<file path="src/rtl/bcd_disp_pkg.sv">
// Shared constants and the BCD-to-segment mapping for the multiplexed display.
// Segment patterns are active-low {g,f,e,d,c,b,a}.
package bcd_disp_pkg;

  localparam logic [6:0] SEG_BLANK = 7'h7F;
  localparam logic [6:0] SEG_DASH  = 7'h3F;

  localparam logic [6:0] SEG_0 = 7'h40;
  localparam logic [6:0] SEG_1 = 7'h79;
  localparam logic [6:0] SEG_2 = 7'h24;
  localparam logic [6:0] SEG_3 = 7'h30;
  localparam logic [6:0] SEG_4 = 7'h19;
  localparam logic [6:0] SEG_5 = 7'h12;
  localparam logic [6:0] SEG_6 = 7'h02;
  localparam logic [6:0] SEG_7 = 7'h78;
  localparam logic [6:0] SEG_8 = 7'h00;
  localparam logic [6:0] SEG_9 = 7'h10;

  // Non-BCD codes fall through to a dash so a corrupted counter is visible.
  function automatic logic [6:0] bcd_to_seg(input logic [3:0] code);
    logic [6:0] pattern;
    case (code)
      4'd0:    pattern = SEG_0;
      4'd1:    pattern = SEG_1;
      4'd2:    pattern = SEG_2;
      4'd3:    pattern = SEG_3;
      4'd4:    pattern = SEG_4;
      4'd5:    pattern = SEG_5;
      4'd6:    pattern = SEG_6;
      4'd7:    pattern = SEG_7;
      4'd8:    pattern = SEG_8;
      4'd9:    pattern = SEG_9;
      default: pattern = SEG_DASH;
    endcase
    return pattern;
  endfunction

endpackage

</file>
<file path="src/rtl/bcd_seg_decoder.sv">
// Combinational wrapper around bcd_to_seg so the top can instantiate one
// decoder shared by all four scan slots.
module bcd_seg_decoder
  import bcd_disp_pkg::*;
(
  input  logic [3:0] code,
  output logic [6:0] seg
);

  assign seg = bcd_to_seg(code);

endmodule

</file>
<file path="src/rtl/bcd_scan_display.sv">
// Four-digit multiplexed 7-segment driver: snapshots the BCD digits once per
// scan frame, blanks leading zeros and blinks the display while held.
module bcd_scan_display
  import bcd_disp_pkg::*;
#(
  parameter int CLK_DIV      = 100000,
  parameter int BLINK_FRAMES = 64
) (
  input  logic       clk,
  input  logic       BTNU,
  input  logic [3:0] en0,
  input  logic [3:0] en1,
  input  logic [3:0] en2,
  input  logic [3:0] en3,
  input  logic [3:0] dp_en,
  input  logic       hold,
  output logic [3:0] an,
  output logic [6:0] seg,
  output logic       dp,
  output logic       frame_done
);

  localparam int DIV_W   = $clog2(CLK_DIV);
  localparam int BLINK_W = (BLINK_FRAMES > 1) ? $clog2(BLINK_FRAMES) : 1;

  logic [DIV_W-1:0]   div_cnt;
  logic [1:0]         sel;
  logic [3:0][3:0]    shadow;
  logic [3:0]         shadow_dp;
  logic [BLINK_W-1:0] blink_cnt;
  logic               blink_off;

  logic       tick;
  logic       frame_wrap;
  logic [3:0] lead_zero;
  logic       slot_blank;
  logic [6:0] dec_seg;
  logic [3:0] an_next;

  assign tick       = (div_cnt == DIV_W'(CLK_DIV - 1));
  assign frame_wrap = tick && (sel == 2'd3);

  always_ff @(posedge clk) begin
    if (BTNU) begin
      div_cnt <= '0;
      sel     <= 2'd0;
    end else if (tick) begin
      div_cnt <= '0;
      sel     <= sel + 2'd1;
    end else begin
      div_cnt <= div_cnt + DIV_W'(1);
    end
  end

  // The snapshot keeps a counter update mid-frame from tearing the display.
  always_ff @(posedge clk) begin
    if (BTNU) begin
      shadow     <= '0;
      shadow_dp  <= '0;
      frame_done <= 1'b0;
    end else begin
      frame_done <= frame_wrap;
      if (frame_wrap) begin
        shadow    <= {en3, en2, en1, en0};
        shadow_dp <= dp_en;
      end
    end
  end

  always_ff @(posedge clk) begin
    if (BTNU || !hold) begin
      blink_cnt <= '0;
      blink_off <= 1'b0;
    end else if (frame_wrap) begin
      if (blink_cnt == BLINK_W'(BLINK_FRAMES - 1)) begin
        blink_cnt <= '0;
        blink_off <= ~blink_off;
      end else begin
        blink_cnt <= blink_cnt + BLINK_W'(1);
      end
    end
  end

  // A digit is a leading zero only if every more significant digit is zero too.
  assign lead_zero[3] = (shadow[3] == 4'd0);
  assign lead_zero[2] = lead_zero[3] && (shadow[2] == 4'd0);
  assign lead_zero[1] = lead_zero[2] && (shadow[1] == 4'd0);
  assign lead_zero[0] = 1'b0;

  assign slot_blank = blink_off || lead_zero[sel];

  bcd_seg_decoder u_decoder (
    .code (shadow[sel]),
    .seg  (dec_seg)
  );

  always_comb begin
    an_next = 4'b1111;
    if (!slot_blank) an_next[sel] = 1'b0;
  end

  always_ff @(posedge clk) begin
    if (BTNU) begin
      an  <= 4'b1111;
      seg <= SEG_BLANK;
      dp  <= 1'b1;
    end else begin
      an  <= an_next;
      seg <= slot_blank ? SEG_BLANK : dec_seg;
      dp  <= slot_blank ? 1'b1 : ~shadow_dp[sel];
    end
  end

endmodule

</file>
<file path="config.mk">
export PLATFORM = sky130hd
export DESIGN_NAME = bcd_scan_display
export DESIGN_NICKNAME = d
export VERILOG_FILES = /design/src/rtl/bcd_disp_pkg.sv /design/src/rtl/bcd_seg_decoder.sv /design/src/rtl/bcd_scan_display.sv
export SDC_FILE = /design/constraint.sdc
export NUM_CORES = 1
export LEC_CHECK = 0
export BUFFER_PORTS_ARGS = -buffer_cell sky130_fd_sc_hd__buf_4
export CAP_MARGIN = 40
export CORE_AREA = 2 2 74 76
export CTS_CLUSTER_DIAMETER = 200
export DETAILED_ROUTE_END_ITERATION = 7
export DIE_AREA = 0 0 76 78
export PLACE_DENSITY = 0.75
export SETUP_SLACK_MARGIN = 0.15
export SLEW_MARGIN = 10
export SYNTH_ARGS = -nofsm -noshare
export SYNTH_HDL_FRONTEND = slang
export SYNTH_HIERARCHICAL = 1
export SYNTH_SLANG_ARGS = --single-unit
</file>
<file path="constraint.sdc">
create_clock -name clk -period 2.9 [get_ports clk]
set_input_delay 0.87 -clock clk [delete_from_list [all_inputs] [get_ports clk]]
set_output_delay 0.87 -clock clk [all_outputs]
set_load 0.01 [all_outputs]
</file>
# After elaboration in Yosys (flattened, before gate mapping)
# Memories as Yosys holds them, arrays and structs flattened. A register that Yosys moved wholly into a read port is not among the register bits.
# Index checks and enable logic that the tools add are counted.
classes:
  n_lt_le_gt_ge: 2
  n_mux: 9
  n_addsub: 3
  n_eq_ne: 3
  n_reduce_logical: 13
  bitwise_logic: 3
ops:
  columns: ["op", "count"]
  rows:
  - ["$add A17 B1 Y17 const B", 1]
  - ["$eq A17 B17 Y1 const B", 1]
  - ["$logic_not A4 Y1", 3]
  - ["$bmux W4 S2", 1]
  - ["$add A6 B1 Y6 const B", 1]
  - ["$eq A6 B6 Y1 const B", 1]
  - ["$mux W6", 1]
  - ["$bmux W1 S2", 2]
  - ["$logic_and A1 B1 Y1", 4]
  - ["$mux W4", 1]
  - ["$not A4 Y4", 1]
  - ["$reduce_or A2 Y1", 2]
  - ["$lt A2 B3 Y1 const B", 1]
  - ["$mux W1", 3]
  - ["$add A2 B1 Y2 const B", 1]
  - ["$demux W1 S2", 1]
  - ["$eq A2 B2 Y1 const B", 1]
  - ["$ge A2 B1 Y1 const B", 1]
  - ["$logic_or A1 B1 Y1", 2]
  - ["$not A1 Y1", 2]
  - ["$reduce_and A2 Y1", 1]
  - ["$logic_not A1 Y1", 1]
word_totals:
  input_bits: 23
  reg_bits: 52
  mem_count: 1
  romBits: 112
  word_cells: 46
  out_inout_bits: 13
memory_table:
  columns: ["memory", "words", "width", "rd", "rd_ports_with_merged_regs", "write_ports", "line_no", "text"]
  rows:
  - ["(name not given)", 16, 7, 1, 1, 0, "bcd_disp_pkg.sv:22", "case (code)"]

# Longest topological paths before layout
# Gate-level depths: netlist of the first run.
logic_depth:
  ltp_word: 7
  ltp_mapped: 8
  ltp_nobuf: 6

# Hierarchy
# The synthesis of the first run kept the hierarchy.
modules_own_cells:
  columns: ["mod", "area_per_inst_um2", "seq_area_each_um2", "n_inst", "cells_each"]
  rows:
  - ["bcd_scan_display", 2621.3, 1181.1, 1, 289]
  - ["bcd_seg_decoder", 230.2, 0.0, 1, 31]

# Least setup slack after synthesis of the first run
# No wires, ideal clock.
synth_timing:
  path_kind: "flip-flop to flip-flop"
  from: "register sel[0]"
  to: "register seg[1]"
  path_buffers: 1
  arrival_ps: 1900
  setup_time_ps: 126
  slack_ps: 874
  period_less_slack_ps: 2026
  required_ps: 2774
  stages_incl_launch_ff: 8
  cell_sequence: "dfxtp_1 clkbuf_1 mux4_2 inv_1 ha_1 nor2_1 nor2_1 nand2b_1"
synth_via:
  elab_chain_len: 4
  word_cells_on_any_way: 6
  cone_classes: "4 x mux; 2 x reduce/logical"
synth_rtl:
  columns: ["element", "line_no", "text"]
  rows:
  - ["from (decl)", "bcd_scan_display.sv:27", "logic [1:0] sel;"]
  - ["from (signal assigned)", "bcd_scan_display.sv:49", "sel <= sel + 2'd1;"]
  - ["$bmux W1 S2", "bcd_scan_display.sv:90", "assign slot_blank = blink_off || lead_zero[sel];"]
  - ["$mux W1 (implied by the code)", "bcd_scan_display.sv:90", null]
  - ["$logic_or A1 B1 Y1", "bcd_scan_display.sv:90", null]
  - ["$reduce_or A2 Y1 (no line)", null, null]
  - ["to (decl)", "bcd_scan_display.sv:18", "output logic [6:0] seg,"]
# Several ways; a longest one is shown, not always the timed one. The select of a mux whose other input is x is not followed.
# A chain may end at the register's enable or synchronous reset.

# Final worst setup path of the first run
layout_timing:
  from: "register sel[0]"
  to: "register shadow_dp[1]"
layout_via:
  elab_chain_len: 2
layout_rtl:
  columns: ["element", "line_no", "text"]
  rows:
  - ["$eq A2 B2 Y1", "bcd_scan_display.sv:41", "assign frame_wrap = tick && (sel == 2'd3);"]
  - ["$logic_and A1 B1 Y1", "bcd_scan_display.sv:41", null]
  - ["to (signal assigned)", "bcd_scan_display.sv:65", "shadow_dp <= dp_en;"]
  - ["to (decl)", "bcd_scan_display.sv:29", "logic [3:0] shadow_dp;"]
# Every way passes these cells.

==> impl_metrics.yaml, run 1 <==
run_status:
  status: "complete, no violations"
yosys:
  ys_ff_latch: 59
  synth_ff_type: "dfxtp_1"
  synth_top_cell_by_area: "dfxtp_1"
  syn-num-nets: 354
  seq_area_frac_synth_pct: 41.4
  synth_warnings: 6
  synth.avg_cell_area_um2: 8.91
  async_flop_share_pct: 0
  yosysTopAreaCellShare_pct: 41.4
  synthDistinctLibCells: 50
  syn_inst: 320
  synthTopCellsByArea: "dfxtp_1 41%, o31ai_1 6.3%, a21oi_1 5.6%"
  syn_area_um2: 2850
  synth_edf_count: 0
routing:
  ant_nets: 0
  drt_iter0_drc: 174
  vias: 2400
  routed_wl_mm: 5.92
  wl_per_cell_um: 14.0
  drtPass1Iterations: 4
  avgViaCountPerCell: 5.69
  drc: 0
grt:
  grt_max_degree: 33
  grt_usage_pct: 22.1
  grt_pass1_wl_mm: 10.6
  grt_pass1_vias: 2248
  gr-total-overflow: 0
  antenna_found_initial: 0
min_path:
  hold_end: "shadow_dp[2]"
  min_path_type: "reg2reg"
  hold_depth: 2
  hold_start: "shadow_dp[2]"
job:
  maxCapViolCount: 0
placement:
  portBuffers: 35
  dpl_cell_area_um2: 3150
  gp_congestion: 0.819
  hpwl_mm: 4.05
worst_setup_path:
  r2r_setup_slack_ps: 680
  cp-start-kind: "flip-flop"
  crit_required_ps: 3170
  path_class: "reg2reg"
  endpoint_kind: "flip-flop"
  worstPathArrival_ps: 2490
  crit_path_max_incr_delay_ps: 610
  rr_startpoint: "sel[0]"
  reg2reg_to: "shadow_dp[1]"
  worst_path_max_delay_cell: "dfxtp_1"
  worst-r2r-cell-count: 6
  cp_cell_sequence: "ha_1, inv_1, nor3_2, buf_4, nand3_1, a21oi_1"
  path_max_fanout: 24
die:
  design.core.area_um2: 5040
  die_area_um2: 5930
  dieWidth_um: 76
  die_h_um: 78
  std_cell_rows: 26
  pin_count: 36
  start_util_pct: 56.6
timing:
  period_share_pct: 76.7
  fmax_ghz: 0.450
  slew_headroom_pct: 53.2
  setup_viol: 0
  tightest_slew_ps: 701
  fin_tns_setup_ps: 0
  finalCriticalPeriod_ps: 2220
  fin_skew_ps: 8.26
  hold_viol: 0
  grt_setup_unrepaired: "false"
  drv_slew: 0
clock_network:
  cts.sinks: 59
  postCtsHoldBufs: 0
  clock_latency_ps: 340
  post-cts-setup-buffers: 0
  cts-root-buf: "clkbuf_8"
  cts.path.max_buffers: 2
  clkSlewWorstSetupHoldPaths_ps: 60
  cts_resized: 0
  cts_tree: "built"
  cts_made_buffers: 9
  htreeDepth: 3
cells_and_area:
  nets: 382
  final_common_cell: "dfxtp_1"
  final_cell_mix: "59 x dfxtp_1, 40 x buf_4, 32 x a21oi_1"
  fill_cells: 445
  areaGrowthSynthToFinish_pct: 16.0
  final_layout_size_suffix_gt1_share_pct: 19.3
  n_antenna_cell: 0
  final_cell_area_um2: 3310
power_and_ir_drop:
  p_leak_nw: 1.15
  powerDensity_nw_per_um2: 459
  ir_worst_vdd_uv: 309
==> logic make-up after synthesis <==
logic type	share of synthesized area (%)
and+or+nand+nor	23.1
xor gates and xnor gates	3.69
AOI/OAI and AO/OA	17.2
DFF	41.4
muxes	4.65
adders and majority gates	4.83
buffers and inverters	5.13
==> Yosys cell counts, types with 2 or more instances <==
master / number
mux4_2: 5
nand3_1: 31
nor4_1: 5
a22oi_1: 2
nand4_1: 4
a21o_1: 3
xnor2_1: 10
nand2_1: 16
a21oi_1: 32
inv_1: 10
or3_1: 2
and4_1: 3
buf_2: 8
o41ai_1: 2
dfxtp_1: 59
or2_0: 2
nor2_1: 23
ha_1: 11
nor3_1: 6
o31ai_1: 24
xor2_1: 2
or4_1: 4
clkbuf_1: 13
mux2i_1: 2
o21ai_0: 6
nand2b_1: 11
==> layout make-up <==
cell class,instances,area (µm²),area share (%)
Timing Repair Buffer,41,312,9.42
Multi-Input combinational cell,227,1530,46.2
Tap cell,70,87.6,2.65
Inverter,10,37.5,1.14
Clock buffer,12,145,4.39
Clock inverter,3,15.0,0.454
Sequential cell,59,1180,35.7
==> metrics by stage <==
stage                     utilization (%)  hold slack (ps)  cells  worst slack [ps]  total power [W]
after floorplan                         -              440    320               874         0.000867
after global placement               62.2              454    406               765         0.000902
after detailed placement             62.4              460    407               663         0.000901
after CTS                            65.6              468    422               636          0.00152
after global routing                 65.6              488    422               330          0.00157
final                                65.6              472    422               676          0.00152
==> worst max-delay path by stage <==
| stage | startpoint | end | depth (start not counted) |
|---|---|---|---|
| floorplan | sel[0] | seg[1] | 7 |
| global placement | sel[0] | shadow[7] | 6 |
| detailed placement | sel[0] | shadow[7] | 6 |
| CTS | sel[0] | shadow_dp[1] | 6 |
| global route | sel[0] | shadow_dp[1] | 6 |
| finish | sel[0] | shadow_dp[1] | 6 |
==> critical path, delay by kind of cell (launching register included) <==
| family | cells | cell delay [ps] |
|---|---|---|
| buffers and inverters | 2 | 640 |
| DFF | 1 | 610 |
| and+or+nand+nor | 2 | 420 |
| adders and majority gates | 1 | 350 |
| AOI/OAI and AO/OA | 1 | 140 |
==> power by group <==
group          switching [W]  internal [W]  leakage [nW]
Clock               0.000312      0.000324        0.0860
Combinational      0.0000262     0.0000323         0.584
Sequential        0.00000523      0.000819         0.479
==> sequential cells by signal, summed over array words and instances (netlist names) <==
| name | flops |
|---|---|
| blink_cnt | 6 |
| blink_off | 1 |
| an | 4 |
| sel | 2 |
| shadow | 16 |
| frame_done | 1 |
| shadow_dp | 4 |
| div_cnt | 17 |
| seg | 7 |
| dp | 1 |
==> layer usage <==
metal	global-route usage [%]	wire length (µm)	part of all wire, %
met4	10.4	93	1.6
met1	31.6	2950	50
met2	32.1	2550	43
met5	0	0	0
met3	4.30	329	5.6
(Power assumes the default switching activity.)
==> run 2: changes to the inputs <==
Settings changed: CORE_AREA 2 2 74 76 to 2 2 78 80, DIE_AREA 0 0 76 78 to 0 0 80 82, PLACE_DENSITY 0.75 to 0.71.
Clock period 2.9 ns to 2 ns, I/O delays scaled along.
==> run 2 against run 1 <==
Net effect: first-iteration DRC count shrank 37%; clock skew hardly changed; hold slack better by 1.4 ps; cell area rose by 5.1%; register-to-register slack worse by 460 ps; critical endpoint is now blink_cnt[3]; largest power group unchanged.
==> impl_metrics.yaml, run 2 (synthesized netlist as in run 1, its figures left out) <==
power_and_ir_drop:
  ir_worst_vdd_uv: 545
  p_leak_nw: 1.22
  powerDensity_nw_per_um2: 687
timing:
  hold_viol: 0
  period_share_pct: 89.3
  fin_tns_setup_ps: 0
  finalCriticalPeriod_ps: 1790
  drv_slew: 0
  slew_headroom_pct: 77.1
  tightest_slew_ps: 339
  fmax_ghz: 0.560
  setup_viol: 0
  fin_skew_ps: 8.31
  worst_slack_ps: 214
  grt_setup_unrepaired: "false"
routing:
  avgViaCountPerCell: 5.73
  vias: 2514
  drtPass1Iterations: 4
  drc: 0
  ant_nets: 0
  drt_iter0_drc: 109
  routed_wl_mm: 6.51
  wl_per_cell_um: 14.8
run_status:
  status: "complete, no violations"
clock_network:
  postCtsHoldBufs: 0
  clock_latency_ps: 340
  cts.sinks: 59
  cts.path.max_buffers: 2
  cts_made_buffers: 9
  cts-root-buf: "clkbuf_8"
  htreeDepth: 3
  clkSlewWorstSetupHoldPaths_ps: 60
  cts_tree: "built"
placement:
  pre_cts_ws_ps: 111
  portBuffers: 35
  hpwl_mm: 4.19
  gp_congestion: 0.874
cells_and_area:
  final_cell_mix: "53 x dfxtp_1, 52 x buf_4, 32 x a21oi_1"
  top_regs: "div_cnt (17), shadow (16), seg (7)"
  areaGrowthSynthToFinish_pct: 21.9
  regMostFlops: "div_cnt"
  largest_reg_flops: 17
  final_layout_size_suffix_gt1_share_pct: 24.5
  n_antenna_cell: 0
  final_common_cell: "dfxtp_1"
  nets: 394
worst_setup_path:
  crit_required_ps: 2240
  cp-start-kind: "flip-flop"
  worst-r2r-cell-count: 6
  endpoint_kind: "flip-flop"
  path_max_fanout: 4
  worstPathArrival_ps: 2020
  path_class: "reg2reg"
die:
  design.core.area_um2: 5750
  std_cell_rows: 28
  pin_count: 36
  start_util_pct: 49.6
  die_h_um: 82
  dieWidth_um: 80
  die_area_um2: 6560
grt:
  grt_pass1_wl_mm: 10.5
  grt_pass1_vias: 2240
  gr-total-overflow: 0
  grt_max_degree: 28
  grt_usage_pct: 20.6
  antenna_found_initial: 0
min_path:
  hold_depth: 2
  min_path_type: "reg2reg"
job:
  maxCapViolCount: 0
[run 2: metrics by stage]
step / total power [W] / hold WS, ps / cell area, µm² / instances / utilization [%]
global route: 0.00245 / 500 / 3480 / 439 / 60.5
finish: 0.00239 / 473 / 3480 / 439 / 60.5
global placement: 0.00131 / 454 / 3220 / 420 / 56.1
detailed placement: 0.00131 / 465 / 3220 / 420 / 56.1
floorplan: 0.00126 / 440 / 2860 / 320 / -
CTS: 0.00240 / 445 / 3430 / 437 / 59.8
[run 2: report_power, final]
part            total, W  switching [W]  internal (W)
combinational  0.0000951      0.0000421     0.0000530
clock            0.00109       0.000459      0.000636
sequential       0.00120      0.0000102       0.00119
[run 2: worst paths after layout]
check,from,end,slack [ps]
min,shadow_dp[3],shadow_dp[3],470
min reg2reg,shadow_dp[3],shadow_dp[3],470
max,div_cnt[0],blink_cnt[3],210
max reg2reg,div_cnt[0],blink_cnt[3],210
[run 2: layout make-up]
cell class	count	area, µm²
clock buffer	13	159
clock inverter	2	35.0
fill	513	2270
inverter	10	37.5
multi-input combinational	227	1550
sequential	59	1190
tap	75	93.8
timing repair buffer	53	410
[run 2: worst max-delay path: stages, from the launching register on]
cell      delay, ps
dfxtp_2         390
ha_4            150
and4_4          230
nand4_1         150
buf_4           180
a2111o_1        330
a32o_1          250
[run 2: repair_timing]
action / in CTS / in global routing
setup buffers: 2 / 2
gates resized for setup: 2 / 11
endpoints found under the hold margin: 0 / 0
setup endpoints to repair: 30 / 34
[run 2: layer usage]
layer | share of wire, % | vias to the layer above | global-route usage, %
met1 | 46 | 1178 | 28.6
met2 | 47 | 78 | 30.7
met3 | 5.3 | 15 | 3.63
li1 | - | 1243 | -
met4 | 1.6 | 0 | 10.5
met5 | 0 | - | 0
==> run 3: changes to the inputs <==
Settings changed: CORE_AREA 2 2 78 80 to 2 2 74 76, DIE_AREA 0 0 80 82 to 0 0 76 78, PLACE_DENSITY 0.71 to 0.75.
Clock period 2 ns to 1.89 ns, I/O delays scaled along.
==> run 3 against run 2 <==
Net effect: cell area increased by 7.9%; flip-flop and latch count unchanged; clock skew decreased by 0.85 ps; critical endpoint is now seg[5].
==> impl_metrics.yaml, run 3 (synthesized netlist as in run 1, its figures left out) <==
run_status:
  status: "complete, no violations"
worst_setup_path:
  crit_path_max_incr_delay_ps: 620
  worstPathArrival_ps: 1990
  worst_path_max_delay_cell: "mux4_2"
  path_max_fanout: 7
  cp_cell_sequence: "mux4_2, inv_2, ha_4, and2b_2, o31ai_2, nand2b_4"
  cp-start-kind: "flip-flop"
  crit_buf_inv: 1
  endpoint_kind: "flip-flop"
  path_class: "reg2reg"
  cp_top_family: "multiplexers"
  crit_required_ps: 2120
power_and_ir_drop:
  p_leak_nw: 1.34
  powerDensity_nw_per_um2: 640
  ir_worst_vdd_uv: 398
  finalPower_w: 0.00240
grt:
  grt_pass1_vias: 2425
  grt_pass1_wl_mm: 11.0
  grt_max_degree: 23
  grt_usage_pct: 23.0
  antenna_found_initial: 0
  gr-total-overflow: 0
clock_network:
  cts_tree: "built"
  cts.path.max_buffers: 2
  clkSlewWorstSetupHoldPaths_ps: 60
  cts-root-buf: "clkbuf_8"
  cts.sinks: 59
  clock_latency_ps: 340
  cts_made_buffers: 9
  htreeDepth: 3
cells_and_area:
  nets: 411
  areaGrowthSynthToFinish_pct: 31.6
  regMostFlops: "div_cnt"
  final_cell_mix: "63 x buf_4, 51 x dfxtp_1, 31 x nand3_1, 31 x a21oi_1, 22 x nor2_1"
  multi_input_area_um2: 1720
  largest_reg_flops: 17
  final_common_cell: "buf_4"
  fill_cells: 373
  final_layout_size_suffix_gt1_share_pct: 33.8
  fin_util_pct: 74.4
  final_cells: 452
  ff_latch_area_um2: 1200
  top_regs: "div_cnt (17), shadow (16), seg (7)"
  n_antenna_cell: 0
timing:
  finalCriticalPeriod_ps: 1760
  hold_slack_ps: 471
  grt_setup_unrepaired: "true"
  fmax_ghz: 0.567
  hold_viol: 0
  setup_viol: 0
  tightest_slew_ps: 410
  drv_slew: 0
  period_share_pct: 93.3
  slew_headroom_pct: 72.5
  fin_skew_ps: 7.46
  fin_tns_setup_ps: 0
routing:
  drc: 0
  ant_nets: 0
  avgViaCountPerCell: 5.90
  wl_per_cell_um: 16.1
  drt_iter0_drc: 248
  drtPass1Iterations: 5
  vias: 2667
  routed_wl_mm: 7.28
die:
  start_util_pct: 56.6
  std_cell_rows: 26
  pin_count: 36
  design.core.area_um2: 5040
  die_area_um2: 5930
  die_h_um: 78
  dieWidth_um: 76
placement:
  portBuffers: 35
  gp_congestion: 0.797
  place_inst: 425
  hpwl_mm: 4.46
min_path:
  min_path_type: "reg2reg"
job:
  maxCapViolCount: 0
[run 3: cell count changes in the layout (fill, tap and decap cells not counted), sizes merged]
cell    before  now
clkbuf      13   14
buf         53   68
mux4         5    6
or2          3    4
bufinv       1    0
clkinv       1    2
[run 3: tightest hold or removal path: cells and delay by family (launching register included)]
family	cells	cell delay [ps]
AO/OA/AOI/OAI	2	120
flip-flops	1	310
[run 3: final timing paths]
check	start	to	slack [ps]	cells after the start
min reg2reg	shadow_dp[1]	shadow_dp[1]	470	2
max reg2reg	sel[0]	seg[5]	130	6
max	sel[0]	seg[5]	130	6
min	shadow_dp[1]	shadow_dp[1]	470	2
[run 3: routing by layer]
layer  share of wire, %  up-vias  global-route usage (%)
met5                  0        -                       0
met4                1.5        0                    8.36
met3                7.0       12                    4.42
met2                 47      119                    37.4
met1                 44     1253                    30.5
li1                   -     1283                       -
[run 3: through the flow]
stage	cell area, µm²	worst slack, ps
2_1_floorplan	2890	129
3_3_place_gp	3320	118
3_5_place_dp	3320	64.2
4_1_cts	3520	149
5_1_grt	3750	62.8
6_report	3750	127
[run 3: timing repair]
action | in CTS | in global routing
hold buffers | 0 | 0
pin swaps | 0 | 12
gates resized for setup | 6 | 41
endpoints found under the setup margin | 33 | 46
cloned | 0 | 4
buffers inserted | 2 | 5
[run 3: power breakdown]
group          switching (W)  internal [W]  leakage, nW
clock               0.000481      0.000545       0.0905
sequential        0.00000922       0.00125        0.483
combinational      0.0000488     0.0000645        0.769
total               0.000539       0.00186         1.34
[run 3: cell type report]
cell class,count,area share (%)
Clock buffer,14,4.33
Clock inverter,2,0.267
Inverter,10,1.00
Multi-Input combinational cell,229,45.9
Sequential cell,59,31.9
Tap cell,70,2.33
Timing Repair Buffer,68,14.2
